[src/rtl/cnt_ctrl.sv]
// rtl/cnt_ctrl.sv - run controller sequencing load/enable of the lab counter and detecting its terminal value
module cnt_ctrl #(
  parameter int WIDTH = 5,
  parameter int GUARD = 2
) (
  input  logic             clk,
  input  logic             rst,
  input  logic             start,
  input  logic             stop,
  input  logic             pause,
  input  logic             auto_reload,
  input  logic [WIDTH-1:0] preset,
  input  logic [WIDTH-1:0] term,
  input  logic [WIDTH-1:0] cnt_val,
  output logic             enab,
  output logic             load,
  output logic [WIDTH-1:0] cnt_in,
  output logic             busy,
  output logic             done,
  output logic [7:0]       reloads
);

  typedef enum logic [1:0] {IDLE, LOAD, RUN, HOLD} state_t;

  localparam logic [3:0] GUARD_INIT = 4'(GUARD);

  state_t           state;
  state_t           state_nx;
  logic [3:0]       guard;
  logic [WIDTH-1:0] term_r;
  logic             accept;
  logic             advance;
  logic             match;

  assign accept  = (state == IDLE) && start && !stop;
  // RUN cycles not pre-empted by stop or pause: these are the only ones that age the guard or compare
  assign advance = (state == RUN) && !stop && !pause;
  assign match   = advance && (guard == 4'd0) && (cnt_val == term_r);

  always_ff @(posedge clk) begin
    if (rst) begin
      state <= IDLE;
    end else begin
      state <= state_nx;
    end
  end

  always_comb begin
    state_nx = state;
    case (state)
      IDLE: if (accept) state_nx = LOAD;
      LOAD: state_nx = stop ? IDLE : RUN;
      RUN: begin
        if (stop) begin
          state_nx = IDLE;
        end else if (pause) begin
          state_nx = HOLD;
        end else if (match) begin
          state_nx = auto_reload ? LOAD : IDLE;
        end
      end
      HOLD: begin
        if (stop) begin
          state_nx = IDLE;
        end else if (!pause) begin
          state_nx = RUN;
        end
      end
      default: state_nx = IDLE;
    endcase
  end

  always_comb begin
    enab = 1'b0;
    load = 1'b0;
    case (state)
      LOAD: begin
        enab = 1'b1;
        load = 1'b1;
      end
      RUN:     enab = 1'b1;
      default: ;
    endcase
  end

  assign busy = (state != IDLE);

  always_ff @(posedge clk) begin
    if (rst) begin
      guard   <= 4'd0;
      term_r  <= '0;
      cnt_in  <= '0;
      reloads <= 8'd0;
      done    <= 1'b0;
    end else begin
      done <= match;
      if (accept) begin
        cnt_in  <= preset;
        term_r  <= term;
        reloads <= 8'd0;
      end
      if (match && auto_reload && (reloads != 8'hff)) begin
        reloads <= reloads + 8'd1;
      end
      // Re-arm the guard on every entry to RUN so the counter output can settle after load/resume
      if ((state_nx == RUN) && (state != RUN)) begin
        guard <= GUARD_INIT;
      end else if (advance && (guard != 4'd0)) begin
        guard <= guard - 4'd1;
      end
    end
  end

endmodule

[config.mk]
export PLATFORM = sky130hd
export DESIGN_NAME = cnt_ctrl
export DESIGN_NICKNAME = d
export VERILOG_FILES = /design/src/rtl/cnt_ctrl.sv
export SDC_FILE = /design/constraint.sdc
export NUM_CORES = 1
export LEC_CHECK = 0
export CAP_MARGIN = 15
export CORE_MARGIN = 1
export CORE_UTILIZATION = 47
export CTS_CLUSTER_DIAMETER = 150
export DETAILED_ROUTE_END_ITERATION = 6
export PLACE_DENSITY_LB_ADDON = 0.2
export SLEW_MARGIN = 15
export SYNTH_ARGS = -nofsm -noshare
export SYNTH_HDL_FRONTEND = slang
export SYNTH_SLANG_ARGS = --single-unit
[constraint.sdc]
create_clock -name clk -period 2.7 [get_ports clk]
set_clock_uncertainty 0.05 [all_clocks]
set_input_delay 0.54 -clock clk [delete_from_list [all_inputs] [get_ports clk]]
set_output_delay 0.54 -clock clk [all_outputs]
set_load 0.005 [all_outputs]
======== After elaboration in Yosys (flattened, before gate mapping) ========
Cells that the tools add are included.
word-level totals
  output and inout port bits .............. 17
  register bits ........................... 25
  bits of input ports ..................... 21
  logic and storage cells ................. 51
cells by class
  $add $sub $neg .......................... 2
  multiplexer cells ....................... 15
  reductions and logical operators ........ 20
  equality and inequality tests ........... 7
operator list
  cell                                                                 number
  2-bit two-way mux                                                    9
  8-bit two-way mux                                                    2
  1-bit logical AND                                                    10
  8-bit by 1-bit adder with 8-bit output (second input constant)       1
  8-bit inequality test (second input constant)                        1
  2-bit case mux with 4 select lines                                   1
  2-bit == test (second input constant)                                3
  2-bit nonzero test                                                   3
  5-bit == test                                                        1
  4-bit zero test                                                      1
  4-bit nonzero test                                                   1
  2-bit OR reduction                                                   2
  4-bit by 1-bit subtractor with 4-bit output (second input constant)  1
  1-bit two-way mux                                                    3
  2-bit by 1-bit == test with 1-bit output (second input constant)     1
  1-bit zero test                                                      2
  2-bit zero test                                                      1
  2-bit inequality test (second input constant)                        1

======== Depth between registers and ports, before layout ========
  depth in word-level cells ............... 12
  depth in mapped cells ................... 8
  depth with buffers taken out ............ 7

======== Least setup slack after synthesis ========
No wires, ideal clock.
  path type ............................... flip-flop to flip-flop
  start ................................... register guard[0]
  end ..................................... register reloads[2]
  clock period less this slack ............ 1.970 ns
  stages on the path, launching flop included .. 7
  arrival ................................. 1.804 ns
  path buffers ............................ 0
  path slack .............................. 0.730 ns
  path through ............................ dfxtp_1 -> inv_1 -> ha_1 -> or3b_4 -> nor4b_4 -> o2111ai_2 -> a41o_1
between the ends
  word-level cells in the longest chain between the ends .. 6
  elaborated cells between the ends (all ways) .. 7
  classes of those cells .................. mux (1); reduce/logical (6)
RTL lines
  what                                                            line  RTL
  start: declaration                                              29    logic [3:0] guard;
  start signal: assignment                                        109   guard <= guard - 4'd1;
  4-bit zero test (*)                                             38    assign match = advance && (guard == 4'd0) && (cnt_val == term_r);
  1-bit logical AND (*) (2 in series)                             38
  1-bit logical AND (*) (2 in series)                             102   if (match && auto_reload && (reloads != 8'hff)) begin
  8-bit two-way mux / 2-bit nonzero test (equally long branches)  --
  end signal: assignment                                          103   reloads <= reloads + 8'd1;
  end: declaration                                                20    output logic [7:0] reloads
Every way passes the cells marked *; elsewhere a longest branch is shown, timed or not.
A chain may end at the register's enable or synchronous reset.

======== Final worst setup path ========
  start ................................... register state[0]
  end ..................................... output port busy
between the ends
  word-level cells in the longest chain between the ends .. 1
RTL lines
  what                      line  RTL
  start: declaration        27    state_t state;
  start signal: assignment  44    state <= state_nx;
  2-bit nonzero test        86    assign busy = (state != IDLE);
  end: declaration          18    output logic busy,
No other way between the ends.

==> impl_metrics.env <==
export IMPL_outcome="finished, final reports clean"
export IMPL_clockBufferDepth=2
export IMPL_worstMarginPinSlew_ps=446
export IMPL_multi_input_area_um2=821
export IMPL_whs_endpoint="cnt_in[2]"
export IMPL_holdCritStartpoint="cnt_in[2]"
export IMPL_cts_tree="done"
export IMPL_drt_iter0_drc=48
export IMPL_period_needed_ps=2320
export IMPL_clkSlewWorstSetupHoldPaths_ps=140
export IMPL_pre_cts_ws_ps=137
export IMPL_whs_path_depth=2
export IMPL_syn_inst=170
export IMPL_die_h_um=56.1
export IMPL_p_int_mw=0.683
export IMPL_ys_types=37
export IMPL_async_flop_share_pct=0
export IMPL_coreArea_mm2=0.00276
export IMPL_die_x_um=56.1
export IMPL_timing_fmax_mhz=430
export IMPL_crit_reg2reg_launch="state[0]"
export IMPL_fillCellCount=234
export IMPL_final_nets=238
export IMPL_ff2ff_setup_slack_ps=460
export IMPL_total_power_mw=1.06
export IMPL_path_class="reg2out"
export IMPL_routed_via_density=5.64
export IMPL_grt_pass1_vias=1274
export IMPL_firstDrtPassIters=4
export IMPL_port_buffer_count=37
export IMPL_synth_area_mm2=0.00138
export IMPL_synth_top_area_share_pct=36.4
export IMPL_cts_setup_buffers=0
export IMPL_drc=0
export IMPL_cp_end_kind="output pin"
export IMPL_cp_data_required_time_ps=2110
export IMPL_worst_hold_slack_ps=416
export IMPL_cts_root_buffer="clkbuf_4"
export IMPL_cts_buffers=3
export IMPL_crit_arrival_ps=1730
export IMPL_cap_violations=0
export IMPL_groute_usage_overall_pct=21.0
export IMPL_ys_ff_latch=25
export IMPL_p_leak_nw=0.689
export IMPL_drv_slew=0
export IMPL_slew_headroom_pct=70.3
export IMPL_peakVddDrop_mv=0.449
export IMPL_regArea_um2=500
export IMPL_routedWlPerCell_um=13.1
export IMPL_clock_latency_ps=320
export IMPL_powerDensity_mw_per_mm2=586
export IMPL_switching_share_pct=35.5
export IMPL_ctsHoldBuffers=0
export IMPL_rsz0062_at_grt="false"
export IMPL_io_pin_count=38
export IMPL_ys_seq_area_share_pct=36.4
export IMPL_cp_start_kind="flip-flop"
export IMPL_grt_max_degree=19
export IMPL_place_gp_congestion=0.905
export IMPL_critPathMaxFanout=5
export IMPL_syn_nets=199
export IMPL_dpl_hpwl_um=2440
export IMPL_postSynthAreaPerCell_um2=8.09
export IMPL_yosysTopAreaCell="dfxtp_1"
export IMPL_p_switching_mw=0.377
export IMPL_gr_total_overflow=0
export IMPL_synth_area_leaders="dfxtp_1 (36%), nand2_1 (9.0%), ha_1 (7.3%), a21oi_1 (6.6%), o21ai_0 (4.0%)"
export IMPL_drive_above_1_share_pct=5.77
export IMPL_grt_pass1_wl_um=5400
export IMPL_timing_final_crit_share_pct=86.1
export IMPL_p_seq_share_pct=40.7
export IMPL_hp_class="reg2reg"
export IMPL_rr_worst_depth=7
export IMPL_p_comb_share_pct=43.6
export IMPL_n_antenna_cell=0
export IMPL_initial_core_util_pct=49.9
export IMPL_clock_sinks=25
export IMPL_h_tree_depth=1
export IMPL_dieArea_mm2=0.00315
export IMPL_rr_endpoint="reloads[7]"
export IMPL_synth_ff_type="dfxtp_1"
export IMPL_synth_edff_count=0
export IMPL_hold_viol_final=0
export IMPL_synthToLayoutAreaGrowth_pct=31.6
export IMPL_postRouteAntennaNets=0
export IMPL_synthTopCellsByCount="nand2_1 (33), dfxtp_1 (25), a21oi_1 (18)"
export IMPL_cts_resized=0
export IMPL_grt_antenna_before_repair=0
export IMPL_wl_um=3130
export IMPL_synth_most_common_cell="nand2_1"
export IMPL_ys_warn_count=0
export IMPL_fin_tns_setup_ps=0
export IMPL_vias=1348
export IMPL_setup_slack_ps=376
export IMPL_clkPwrFrac_pct=15.7
export IMPL_rows=19
export IMPL_setup_violations=0
[worst max path at each step]
stage	startpoint	endpoint	slack, ps	depth (start not counted)
finish	state[0]	busy	380	4
global placement	stop	reloads[5]	230	6
global route	state[0]	reloads[7]	200	7
floorplan	guard[0]	reloads[2]	730	6
detailed placement	stop	guard[0]	140	6
CTS	state[0]	busy	380	4
[cell families after synthesis]
group,synth area share [%]
multiplexers,0.728
AO/OA/AOI/OAI,19.7
XOR/XNOR,4.46
adder cells (fa/ha/maj),7.28
AND/OR/NAND/NOR,27.6
flip-flops,36.4
buffers and inverters,3.91
[critical path: stages (launching register included)]
cell and delay [ps]:
dfxtp_1 440, inv_1 150, ha_1 260, inv_1 70, clkdlybuf4s50_1 490
[per-layer routing]
| layer | global-route usage, % | routed length, um |
|---|---|---|
| met4 | 5.92 | 34 |
| met1 | 27.0 | 1390 |
| met3 | 2.56 | 162 |
| met2 | 36.9 | 1540 |
| met5 | 0 | 0 |
[flip-flops by register name, summed over array words and instances (netlist names)]
register and cells:
reloads 8, cnt_in 5, term_r 5, guard 4, state 2, done 1
[placed cells by master (no fill, tap or decap), types with 2 or more instances in the layout]
cell / instances
nand3_1: 6
nand2b_1: 4
dfxtp_1: 25
xnor2_1: 2
clkbuf_4: 3
nand2_1: 33
xor2_1: 5
nor4_1: 3
nor2b_1: 2
nor2_1: 5
and3_1: 4
nor3_1: 6
o21ai_0: 11
clkdlybuf4s50_1: 37
inv_1: 8
a21oi_1: 18
a31oi_1: 2
nor3b_1: 4
buf_4: 3
ha_1: 8
[through the flow]
stage | utilization [%] | cells | instance area [um^2]
final | 65.6 | 239 | 1810
after global routing | 65.6 | 239 | 1810
after CTS | 65.6 | 239 | 1810
after detailed placement | 64.7 | 235 | 1780
after global placement | 64.7 | 235 | 1780
after floorplan | - | 170 | 1380
[power groups by stage]
stage | Sequential [mW] | Clock (mW) | Combinational [mW]
4_1_cts | 0.432 | 0.171 | 0.459
3_3_place_gp | 0.438 | 0 | 0.446
2_1_floorplan | 0.433 | 0 | 0.287
6_report | 0.431 | 0.167 | 0.462
5_1_grt | 0.437 | 0.189 | 0.505
3_5_place_dp | 0.440 | 0 | 0.457
[area by class of cell]
| class | instances | area share (%) |
|---|---|---|
| Sequential cell | 25 | 27.7 |
| Clock buffer | 4 | 1.45 |
| Timing Repair Buffer | 40 | 21.7 |
| Tap cell | 31 | 2.14 |
| Multi-Input combinational cell | 131 | 45.4 |
| Inverter | 8 | 1.66 |
(Power assumes the default switching activity.)
